===== src/rtl/spdif_pkg.sv =====
// rtl/spdif_pkg.sv - shared constants and helpers for the S/PDIF transmitter
package spdif_pkg;

    // Preamble half-cell patterns, first half-cell in bit 7, for a line starting at 0.
    localparam logic [7:0] PRE_B = 8'b1110_1000;
    localparam logic [7:0] PRE_M = 8'b1110_0010;
    localparam logic [7:0] PRE_W = 8'b1110_0100;

    localparam int SLOTS_PER_SUBFRAME     = 32;
    localparam int HALFCELLS_PER_SUBFRAME = 64;
    localparam int FRAMES_PER_BLOCK       = 192;
    localparam int AUDIO_BITS             = 24;

    localparam logic [4:0] SLOT_AUDIO_LO = 5'd4;
    localparam logic [4:0] SLOT_AUDIO_HI = 5'd27;
    localparam logic [4:0] SLOT_V        = 5'd28;
    localparam logic [4:0] SLOT_U        = 5'd29;
    localparam logic [4:0] SLOT_C        = 5'd30;
    localparam logic [4:0] SLOT_P        = 5'd31;

    typedef enum logic {
        SUB_LEFT  = 1'b0,
        SUB_RIGHT = 1'b1
    } subframe_e;

    // Frame 0 left opens a block (B); other left subframes get M; right gets W.
    function automatic logic [7:0] preamble_sel(input subframe_e sub, input logic [7:0] frame);
        if (sub == SUB_RIGHT) begin
            return PRE_W;
        end
        return (frame == 8'd0) ? PRE_B : PRE_M;
    endfunction

endpackage


===== src/rtl/spdif_bmc_encoder.sv =====
// rtl/spdif_bmc_encoder.sv - biphase-mark line register with preamble injection
//
// Ports:
//   clk, rst          clock, synchronous active-high reset
//   tick_i            half-cell strobe; line only moves on these cycles
//   pre_valid_i       current half-cell belongs to a preamble
//   pre_first_i       current half-cell is the first of a preamble
//   pre_bit_i         preamble pattern bit for this half-cell
//   data_bit_i        data bit of the current slot
//   second_half_i     0 = first half-cell of the slot, 1 = second
//   line_o            registered biphase-mark output
module spdif_bmc_encoder (
    input  logic clk,
    input  logic rst,
    input  logic tick_i,
    input  logic pre_valid_i,
    input  logic pre_first_i,
    input  logic pre_bit_i,
    input  logic data_bit_i,
    input  logic second_half_i,
    output logic line_o
);

    logic line_q;
    logic base_q;    // line level captured just before the current preamble
    logic base_now;

    // On the first preamble half-cell the reference is the live line level.
    assign base_now = pre_first_i ? line_q : base_q;

    always_ff @(posedge clk) begin
        if (rst) begin
            line_q <= 1'b0;
            base_q <= 1'b0;
        end else if (tick_i) begin
            if (pre_valid_i) begin
                line_q <= pre_bit_i ^ base_now;
                if (pre_first_i) begin
                    base_q <= line_q;
                end
            end else if (!second_half_i) begin
                line_q <= ~line_q;
            end else begin
                line_q <= line_q ^ data_bit_i;
            end
        end
    end

    assign line_o = line_q;

endmodule


===== src/rtl/spdif_transmit.sv =====
// rtl/spdif_transmit.sv - IEC 60958 consumer transmitter fed from a sample holding register
//
// Ports:
//   clk, rst                   clock, synchronous active-high reset
//   tick                       half-cell strobe at 128*fs
//   data_left, data_right      MSB-justified 32-bit samples
//   data_valid                 writes the holding register and marks it fresh
//   spdif_out                  biphase-mark line
//   frame_start, block_start   pulses aligned with the first preamble half-cell
//   underrun                   pulse when a frame load finds no fresh sample
module spdif_transmit
    import spdif_pkg::*;
#(
    parameter int          SAMPLE_W = 24,
    parameter logic [31:0] CS_WORD  = 32'h0000_0004
) (
    input  logic        clk,
    input  logic        rst,
    input  logic        tick,
    input  logic [31:0] data_left,
    input  logic [31:0] data_right,
    input  logic        data_valid,
    output logic        spdif_out,
    output logic        frame_start,
    output logic        block_start,
    output logic        underrun
);

    logic [5:0]            hc_q;
    subframe_e             sub_q;
    logic [7:0]            frame_q;
    logic [AUDIO_BITS-1:0] hold_l_q, hold_r_q;
    logic [AUDIO_BITS-1:0] sh_l_q, sh_r_q;
    logic                  fresh_q;
    logic                  par_q;
    logic                  frame_start_q, block_start_q, underrun_q;

    logic [4:0]            slot;
    logic                  in_pre;
    logic                  frame_load;
    logic                  audio_slot;
    logic [7:0]            pre_pat;
    logic                  pre_bit;
    logic                  c_bit;
    logic                  data_bit;
    logic [AUDIO_BITS-1:0] samp_l, samp_r;
    logic                  unused_lsbs;

    assign slot       = hc_q[5:1];
    assign in_pre     = (slot < SLOT_AUDIO_LO);
    assign frame_load = tick && (hc_q == 6'd0) && (sub_q == SUB_LEFT);
    assign audio_slot = (slot >= SLOT_AUDIO_LO) && (slot <= SLOT_AUDIO_HI);
    assign pre_pat    = preamble_sel(sub_q, frame_q);
    assign pre_bit    = pre_pat[3'd7 - hc_q[2:0]];
    assign c_bit      = (frame_q < 8'd32) ? CS_WORD[frame_q[4:0]] : 1'b0;

    // Sample sits in the top SAMPLE_W bits of the 24-bit audio field.
    assign samp_l = AUDIO_BITS'(data_left[31:32-SAMPLE_W]) << (AUDIO_BITS - SAMPLE_W);
    assign samp_r = AUDIO_BITS'(data_right[31:32-SAMPLE_W]) << (AUDIO_BITS - SAMPLE_W);
    assign unused_lsbs = ^{data_left[31-SAMPLE_W:0], data_right[31-SAMPLE_W:0]};

    always_comb begin
        data_bit = 1'b0;
        if (audio_slot) begin
            data_bit = (sub_q == SUB_RIGHT) ? sh_r_q[0] : sh_l_q[0];
        end else if (slot == SLOT_C) begin
            data_bit = c_bit;
        end else if (slot == SLOT_P) begin
            data_bit = par_q;
        end
    end

    always_ff @(posedge clk) begin
        if (rst) begin
            hc_q          <= '0;
            sub_q         <= SUB_LEFT;
            frame_q       <= '0;
            hold_l_q      <= '0;
            hold_r_q      <= '0;
            sh_l_q        <= '0;
            sh_r_q        <= '0;
            fresh_q       <= 1'b0;
            par_q         <= 1'b0;
            frame_start_q <= 1'b0;
            block_start_q <= 1'b0;
            underrun_q    <= 1'b0;
        end else begin
            frame_start_q <= 1'b0;
            block_start_q <= 1'b0;
            underrun_q    <= 1'b0;

            // A write coinciding with a load lands after the load reads the old value.
            if (data_valid) begin
                hold_l_q <= samp_l;
                hold_r_q <= samp_r;
            end
            if (data_valid) begin
                fresh_q <= 1'b1;
            end else if (frame_load) begin
                fresh_q <= 1'b0;
            end

            if (tick) begin
                if (frame_load) begin
                    sh_l_q        <= hold_l_q;
                    sh_r_q        <= hold_r_q;
                    underrun_q    <= ~fresh_q;
                    frame_start_q <= 1'b1;
                    block_start_q <= (frame_q == 8'd0);
                end else if (audio_slot && hc_q[0]) begin
                    if (sub_q == SUB_RIGHT) begin
                        sh_r_q <= sh_r_q >> 1;
                    end else begin
                        sh_l_q <= sh_l_q >> 1;
                    end
                end

                // Parity accumulates slots 4..30 and is emitted in slot 31.
                if (in_pre) begin
                    par_q <= 1'b0;
                end else if (hc_q[0] && (slot <= SLOT_C)) begin
                    par_q <= par_q ^ data_bit;
                end

                hc_q <= hc_q + 6'd1;
                if (hc_q == 6'(HALFCELLS_PER_SUBFRAME - 1)) begin
                    sub_q <= (sub_q == SUB_LEFT) ? SUB_RIGHT : SUB_LEFT;
                    if (sub_q == SUB_RIGHT) begin
                        frame_q <= (frame_q == 8'(FRAMES_PER_BLOCK - 1)) ? 8'd0 : frame_q + 8'd1;
                    end
                end
            end
        end
    end

    spdif_bmc_encoder u_bmc (
        .clk          (clk),
        .rst          (rst),
        .tick_i       (tick),
        .pre_valid_i  (in_pre),
        .pre_first_i  (hc_q == 6'd0),
        .pre_bit_i    (pre_bit),
        .data_bit_i   (data_bit),
        .second_half_i(hc_q[0]),
        .line_o       (spdif_out)
    );

    assign frame_start = frame_start_q;
    assign block_start = block_start_q;
    assign underrun    = underrun_q;

endmodule


===== config.mk =====
export PLATFORM = sky130hd
export DESIGN_NAME = spdif_transmit
export DESIGN_NICKNAME = d
export VERILOG_FILES = /design/src/rtl/spdif_pkg.sv /design/src/rtl/spdif_bmc_encoder.sv /design/src/rtl/spdif_transmit.sv
export SDC_FILE = /design/constraint.sdc
export NUM_CORES = 1
export LEC_CHECK = 0
export ABC_AREA = 0
export BUFFER_PORTS_ARGS = -buffer_cell sky130_fd_sc_hd__buf_4
export CORE_MARGIN = 10
export CORE_UTILIZATION = 40
export CTS_BUF_LIST = sky130_fd_sc_hd__clkbuf_2
export DETAILED_ROUTE_END_ITERATION = 8
export MAX_ROUTING_LAYER = met4
export PLACE_DENSITY = 0.55
export SETUP_SLACK_MARGIN = 0.15
export SLEW_MARGIN = 20
export SYNTH_ARGS = -nofsm -noshare
export SYNTH_HDL_FRONTEND = slang
export SYNTH_SLANG_ARGS = --single-unit

===== constraint.sdc =====
create_clock -name clk -period 3.5 [get_ports clk]
set_input_delay 0.175 -clock clk [delete_from_list [all_inputs] [get_ports clk]]
set_output_delay 0.175 -clock clk [all_outputs]
set_load 0.1 [all_outputs]

# After elaboration in Yosys (flattened, before gate mapping)

Memory sizes are Yosys's and may differ from the RTL's. A register that Yosys moved wholly into a read port is not among the register bits.
Index checks and enable logic that the tools add are counted.

Register bits after elaboration: 118
Memory bits (read-only): 32
Input bits: 68
Output and inout port bits: 4
Logic and storage cells: 87
Memories: 1

Add/sub/neg operators: 3
Magnitude comparators: 7
Equality and inequality tests: 5
Mux-type cells: 30
Bitwise gates (word level): 8
Reduce and logical (&&, ||, !) cells: 19

Memories:

| memory          | depth | width | rd ports | clocked after memory_dff | wr ports | RTL line             | RTL |
|---|---|---|---|---|---|---|---|
| (no name shown) | 32    | 1     | 1        | 1                        | 0        | spdif_transmit.sv:55 | `assign c_bit = (frame_q < 8'd32) ? CS_WORD[frame_q[4:0]] : 1'b0;` |

Operators by type and width:

| cell                                                        | number |
|---|---|
| 2-to-1 mux 24 bit                                           | 6 |
| 2-to-1 mux 8 bit                                            | 3 |
| 2-to-1 mux 1 bit                                            | 17 |
| equality test 5 bit (second input constant)                 | 2 |
| <= comparator 5 bit (second input constant)                 | 2 |
| 2-to-1 mux 5 bit                                            | 2 |
| AND reduction 3 bit                                         | 3 |
| adder 8 x 1 -> 8 bit (second input constant)                | 1 |
| equality test 8 bit (second input constant)                 | 1 |
| logical NOT 8 bit                                           | 1 |
| less-than comparator 8 x 6 -> 1 bit (second input constant) | 1 |
| nonzero test 2 bit                                          | 4 |
| adder 6 x 1 -> 6 bit (second input constant)                | 1 |
| equality test 6 bit (second input constant)                 | 1 |
| logical NOT 6 bit                                           | 1 |
| less-than comparator 5 x 6 -> 1 bit (second input constant) | 1 |
| AND reduction 2 bit                                         | 3 |
| >= comparator 5 x 3 -> 1 bit (second input constant)        | 1 |
| logical AND 1 bit                                           | 5 |
| less-than comparator 5 x 3 -> 1 bit (second input constant) | 1 |
| inverter 1 bit                                              | 5 |
| less-than comparator 3 x 4 -> 1 bit (second input constant) | 1 |
| 2-to-1 mux 4 bit                                            | 1 |
| binary-select mux 1 bit (select 3 bit)                      | 1 |
| other kinds (5)                                             | 7 |

# Logic depth before layout (Yosys ltp)

Depth in word-level cells: 8
Depth in mapped cells: 11
Mapped depth without buffers: 7

# By module

From an unflattened synthesis, not the netlist that was laid out.

Cells, all modules: 474
Area total of the unflattened synthesis: 5071.1 um^2

Modules (own cells, without submodules):

| module            | times used | cells an instance | area each (um^2) | seq. area each (um^2) |
|---|---|---|---|---|
| spdif_transmit    | 1          | 457               | 4933.5           | 2342.2 |
| spdif_bmc_encoder | 1          | 17                | 137.6            | 40.0 |

# Worst setup path after synthesis

No wires, ideal clock.

Path kind: register -> register
Start point: register hc_q[1]
End point: register sh_l_q[15]
Setup time: 0.088 ns
Data arrival time: 1.939 ns
Required time: 3.412 ns
Slack: 1.473 ns
Stages on the path, launching flop included: 12
Path buffers: 4
Clock period less this slack: 2.027 ns
Cell sequence: dfxtp_1 clkbuf_1 inv_1 ha_1 nor2b_1 nand2_1 or2_1 clkbuf_1 buf_2 buf_2 nand2_1 a311oi_2

Cells in the longest elaborated chain, start to end: 5
Elaborated cells on any way between the ends: 11
Classes of those cells: 2 x order compare; 1 x eq/ne; 1 x mux; 7 x reduce/logical

Ends and longest elaborated chain:

| item                                                                                 | RTL line                                    | RTL |
|---|---|---|
| from (decl)                                                                          | spdif_transmit.sv:29                        | `logic [5:0] hc_q;` |
| from (signal assigned)                                                               | spdif_transmit.sv:125                       | `hc_q <= hc_q + 6'd1;` |
| >= comparator 5 x 3 -> 1 bit (tied with other cells)                                 | spdif_transmit.sv:52                        | `assign audio_slot = (slot >= SLOT_AUDIO_LO) && (slot <= SLOT_AUDIO_HI);` |
| logical AND 1 bit (on tied branches)                                                 | spdif_transmit.sv:52, spdif_transmit.sv:51  |  |
| logical AND 1 bit (on tied branches)                                                 | spdif_transmit.sv:110, spdif_transmit.sv:51 |  |
| nonzero test 2 bit (no source line) / != test 2 x 1 -> 1 bit (equally long branches) | -                                           |  |
| AND reduction 3 bit (no source line)                                                 | -                                           |  |
| to (signal assigned)                                                                 | spdif_transmit.sv:105                       | `sh_l_q <= hold_l_q;` |
| to (signal assigned)                                                                 | spdif_transmit.sv:114                       | `sh_l_q <= sh_l_q >> 1;` |
| to (decl)                                                                            | spdif_transmit.sv:33                        | `logic [AUDIO_BITS-1:0] sh_l_q, sh_r_q;` |

Parallel ways exist; a longest one is shown, timed or not.
A chain may end at the register's enable or synchronous reset.

# Final worst setup path

Start point: register hc_q[0]
End point: register sh_r_q[2]

Cells in the longest elaborated chain, start to end: 5
Elaborated cells on any way between the ends: 8
Classes of those cells: 1 x mux; 7 x reduce/logical

Ends and longest elaborated chain:

| item                                 | RTL line              | RTL |
|---|---|---|
| logical NOT 6 bit                    | spdif_transmit.sv:51  | `assign frame_load = tick && (hc_q == 6'd0) && (sub_q == SUB_LEFT);` |
| logical AND 1 bit (2 in a row)       | spdif_transmit.sv:51  |  |
| nonzero test 2 bit (no source line)  | -                     |  |
| AND reduction 3 bit (no source line) | -                     |  |
| to (signal assigned)                 | spdif_transmit.sv:106 | `sh_r_q <= hold_r_q;` |
| to (signal assigned)                 | spdif_transmit.sv:112 | `sh_r_q <= sh_r_q >> 1;` |
| to (decl)                            | spdif_transmit.sv:33  |  |

Parallel ways exist; a longest one is shown, timed or not.

==> impl_results.html <==
<table>
<tr><th>Metric</th><th>Value</th></tr>
<tr><th colspan="2">Run status</th></tr>
<tr><td>Outcome</td><td>completed</td></tr>
<tr><th colspan="2">Clock network</th></tr>
<tr><td>Clock net sink count</td><td>119</td></tr>
<tr><td>TritonCTS Buffers</td><td>17</td></tr>
<tr><td>Bufs on Longest Clock Path</td><td>2</td></tr>
<tr><td>Clock H-tree levels</td><td>4</td></tr>
<tr><td>Reg clk slew, reported paths</td><td>0.18 ns</td></tr>
<tr><td>Root buffer cell</td><td>sky130_fd_sc_hd__clkbuf_2</td></tr>
<tr><td>Worst-Skew Late Latency</td><td>0.68 ns</td></tr>
<tr><td>Clock tree from TritonCTS</td><td>built</td></tr>
<tr><th colspan="2">Global route</th></tr>
<tr><td>Global router's overall resource usage</td><td>0.1313</td></tr>
<tr><td>Global-route wire length before repair</td><td>19.22 mm</td></tr>
<tr><td>Met1 global-route usage</td><td>0.1522</td></tr>
<tr><td>Met3 track demand over resource</td><td>0.04080</td></tr>
<tr><td>Met2 Resource Use GR</td><td>0.2115</td></tr>
<tr><td>Number of antenna violations at the first check in global routing</td><td>0</td></tr>
<tr><td>Remaining Overflow, GRT</td><td>0</td></tr>
<tr><td>GRT busiest layer</td><td>met2</td></tr>
<tr><td>Largest net degree at the start of global routing</td><td>50</td></tr>
<tr><td>Via count of the first global-routing pass</td><td>4188</td></tr>
<tr><th colspan="2">Synthesis</th></tr>
<tr><td>Most common library cells after synthesis</td><td>sky130_fd_sc_hd__dfxtp_1 (119), sky130_fd_sc_hd__nor2_1 (115), sky130_fd_sc_hd__nand2_1 (97), sky130_fd_sc_hd__mux2i_1 (53), sky130_fd_sc_hd__a311oi_2 (27)</td></tr>
<tr><td>Register bit total from synthesis</td><td>119</td></tr>
<tr><td>Fraction of post-synthesis cell area in the top cell type by area</td><td>0.4537</td></tr>
<tr><td>Nets in the synthesized netlist</td><td>651</td></tr>
<tr><td>Count leader, synth</td><td>sky130_fd_sc_hd__dfxtp_1</td></tr>
<tr><td>Synthesized cell area</td><td>0.005251 mm²</td></tr>
<tr><td>EDFF count, synth</td><td>0</td></tr>
<tr><td>Cell types with the largest area share after synthesis</td><td>sky130_fd_sc_hd__dfxtp_1 (45%), sky130_fd_sc_hd__mux2i_1 (10%), sky130_fd_sc_hd__nor2_1 (8.2%)</td></tr>
<tr><td>Count of unique library cells instantiated by Yosys</td><td>47</td></tr>
<tr><td>Synthesized netlist cell count</td><td>578</td></tr>
<tr><td>Sequential fraction of the synthesis area</td><td>0.4537</td></tr>
<tr><td>Average cell area after synthesis</td><td>9.085 µm²</td></tr>
<tr><td>Post-synth ARST share</td><td>0</td></tr>
<tr><td>Most used flip-flop cell after synthesis</td><td>sky130_fd_sc_hd__dfxtp_1</td></tr>
<tr><td>Yosys top cell by area</td><td>sky130_fd_sc_hd__dfxtp_1</td></tr>
<tr><td>Syn. warnings</td><td>0</td></tr>
<tr><th colspan="2">Setup path</th></tr>
<tr><td>Worst EP required</td><td>4.08 ns</td></tr>
<tr><td>Top delay family on crit path</td><td>simple AND/OR/NAND/NOR gates</td></tr>
<tr><td>Critical path's largest stage delay</td><td>0.57 ns</td></tr>
<tr><td>Critical path cell sequence</td><td>inv_1 &gt; ha_1 &gt; nor2b_1 &gt; nand2_1 &gt; or2_2 &gt; buf_4 &gt; nand2_1 &gt; a311oi_1</td></tr>
<tr><td>Kind of launch point of the worst setup path</td><td>flip-flop</td></tr>
<tr><td>Arr. time, crit path</td><td>3.11 ns</td></tr>
<tr><td>CP max stage cell</td><td>sky130_fd_sc_hd__dfxtp_1</td></tr>
<tr><td>Critical path class</td><td>flip-flop to flip-flop</td></tr>
<tr><td>Critical Path Sink Type</td><td>flip-flop</td></tr>
<tr><td>Library cell appearing most often on the critical path</td><td>sky130_fd_sc_hd__nand2_1</td></tr>
<tr><td>Sum of buffers and inverters on the critical path</td><td>2</td></tr>
<tr><td>Critical Path Fanout Max</td><td>35</td></tr>
<tr><th colspan="2">Placed design</th></tr>
<tr><td>Placed insts</td><td>758</td></tr>
<tr><td>Buffers on Ports</td><td>55</td></tr>
<tr><td>Routability cong.</td><td>0.8428</td></tr>
<tr><td>Final HPWL from detailed placement</td><td>6.864 mm</td></tr>
<tr><td>Worst setup timing slack at the placement stage</td><td>0.9984 ns</td></tr>
<tr><th colspan="2">Drt</th></tr>
<tr><td>Count of TritonRoute iterations in the first routing pass</td><td>4</td></tr>
<tr><td>Vias</td><td>4299</td></tr>
<tr><td>Detail-routed net length per standard cell</td><td>13.10 µm</td></tr>
<tr><td>Drc violations</td><td>0</td></tr>
<tr><td>Via-to-Cell Ratio</td><td>4.993</td></tr>
<tr><td>Routed wire length</td><td>11.28 mm</td></tr>
<tr><td>Count of routing violations after the opening detailed-route iteration</td><td>333</td></tr>
<tr><td>Antenna Nets Post-Route</td><td>0</td></tr>
<tr><th colspan="2">Final layout</th></tr>
<tr><td>Number of nets in the finished design</td><td>749</td></tr>
<tr><td>Fraction of the core area covered by cells at the end of the flow</td><td>0.5209</td></tr>
<tr><td>Number of inserted diodes</td><td>0</td></tr>
<tr><td>Non-filler instance count after layout</td><td>861</td></tr>
<tr><td>Fraction of layout instances using a drive strength above 1</td><td>0.1785</td></tr>
<tr><td>P&amp;R area growth vs syn</td><td>26.19%</td></tr>
<tr><th colspan="2">Power</th></tr>
<tr><td>Clk network pwr share</td><td>0.313</td></tr>
<tr><td>Leakage</td><td>2.666 nW</td></tr>
<tr><td>Post-layout power</td><td>2.930 mW</td></tr>
<tr><td>Net Sw Frac</td><td>0.2903</td></tr>
<tr><td>Net switching power</td><td>850.4 µW</td></tr>
<tr><td>Gate power share</td><td>0.170</td></tr>
<tr><td>Worst voltage drop across the vdd grid</td><td>241.7 µV</td></tr>
<tr><td>Internal power summed over all cells</td><td>2.079 mW</td></tr>
<tr><td>P per Cell Area</td><td>442.1 mW/mm²</td></tr>
<tr><td>Sequential cell fraction of total power</td><td>0.516</td></tr>
<tr><th colspan="2">Worst hold path</th></tr>
<tr><td>Class of the worst hold path</td><td>input port to flip-flop</td></tr>
<tr><th colspan="2">STA</th></tr>
<tr><td>Measured slew at the worst slew-check pin</td><td>0.8271 ns</td></tr>
<tr><td>RSZ-0062 raised after global routing</td><td>no</td></tr>
<tr><td>Fin crit period</td><td>2.538 ns</td></tr>
<tr><td>Worst-case clock skew</td><td>0.03714 ns</td></tr>
<tr><td>Crit path setup slack, layout</td><td>0.9625 ns</td></tr>
<tr><td>Timing-limited maximum frequency</td><td>394.1 MHz</td></tr>
<tr><td>Period utilization</td><td>0.7250</td></tr>
<tr><td>Headroom to the max-slew limit</td><td>0.4486</td></tr>
<tr><td>Setup tns final</td><td>0 ns</td></tr>
<tr><td>Total count of max-transition violations in the final report</td><td>0</td></tr>
<tr><td>Setup Viol. Count Final</td><td>0</td></tr>
<tr><td>Final count of hold timing violations</td><td>0</td></tr>
<tr><th colspan="2">Floorplanning</th></tr>
<tr><td>Chip height</td><td>134.6 µm</td></tr>
<tr><td>Total die area</td><td>0.01811 mm²</td></tr>
<tr><td>Core Area</td><td>0.01272 mm²</td></tr>
<tr><td>Initial Util</td><td>0.4128</td></tr>
<tr><td>Overall die width</td><td>134.6 µm</td></tr>
<tr><td>I/O pin count</td><td>72</td></tr>
<tr><td>Row cnt</td><td>41</td></tr>
<tr><th colspan="2">Job</th></tr>
<tr><td>Number of maximum-capacitance constraint violations</td><td>0</td></tr>
</table>
==> final timing paths <==
path                             start                       end  slack [ns]  cells past startpoint
min                         data_valid  hold_r_q[9]$_SDFFE_PP0P_        0.16                      3
max reg2reg       hc_q[0]$_SDFFE_PP0P_    sh_r_q[2]$_SDFFE_PP0P_        0.96                      8
max               hc_q[0]$_SDFFE_PP0P_    sh_r_q[2]$_SDFFE_PP0P_        0.96                      8
min reg2reg  hold_l_q[16]$_SDFFE_PP0P_   sh_l_q[16]$_SDFFE_PP0P_        0.46                      2
==> layout make-up <==
class	count	area (µm²)
Multi-Input combinational cell	402	2596
Fill cell	1253	6096
Timing Repair Buffer	132	1169
Tap cell	172	215.2
Clock buffer	18	90.09
Clock inverter	14	158.9
Inverter	4	15.01
Sequential cell	119	2382
==> cell usage in the layout, fill, tap and decap left out, drive strengths merged, types with 6 or more instances in the layout <==
master and count:
nand4 6, clkbuf 18, buf 61, dlygate4sd3 71, a311oi 48, a21oi 7
mux2i 53, clkinv 9, and3 8, dfxtp 119, xor2 9, nand2 97
nor2 115, nor3 6
==> metal layers <==
metal  routed length, µm  share of wire  up-vias
met5                   0              0        -
met4                  95         0.0084        0
met3                 392          0.035        7
met2                5494           0.49       63
met1                5302           0.47     2027
li1                    -              -     2202
==> kinds of logic after synthesis <==
family / after synthesis / synth area share
buffers and inverters: 57 / 0.05409
adder cells (fa/ha/maj): 5 / 0.01191
multiplexers: 53 / 0.1010
AO/OA/AOI/OAI: 72 / 0.1425
XOR/XNOR: 13 / 0.02168
flip-flops: 119 / 0.4537
AND/OR/NAND/NOR: 259 / 0.2152
==> stage by stage <==
step | hold slack, ns | instance area, µm²
detailed placement | 0.4169 | 5667
floorplan | 0.3222 | 5251
CTS | 0.1116 | 6626
finish | 0.1611 | 6626
global placement | 0.4091 | 5667
global route | 0.1115 | 6626
==> state kept, by name, indices dropped and copies added, names as in the netlist, 6 cells and up, named ones only <==
register	flops
hold_r_q	24
hold_l_q	24
sh_l_q	24
hc_q	6
sh_r_q	24
frame_q	8
==> tightest hold or removal path: stages <==
cell,delay (ns)
sky130_fd_sc_hd__buf_4,0.35
sky130_fd_sc_hd__mux2i_1,0.20
sky130_fd_sc_hd__nor2_1,0.07
==> what timing repair did <==
item	in CTS	in global routing
hold endpoints to repair	69	0
setup buffers	0	0
hold buffers	71	0
gates resized for setup	0	0
==> power by group through the flow <==
| stage | Sequential, mW | Combinational [mW] | Clock, mW |
|---|---|---|---|
| after CTS | 1.51 | 0.504 | 0.954 |
| final | 1.51 | 0.499 | 0.917 |
| after global routing | 1.53 | 0.556 | 1.02 |
| after global placement | 1.54 | 0.430 | 0 |
| after floorplan | 1.55 | 0.329 | 0 |
| after detailed placement | 1.54 | 0.440 | 0 |
Note: power is estimated with default switching activity, not from simulation.
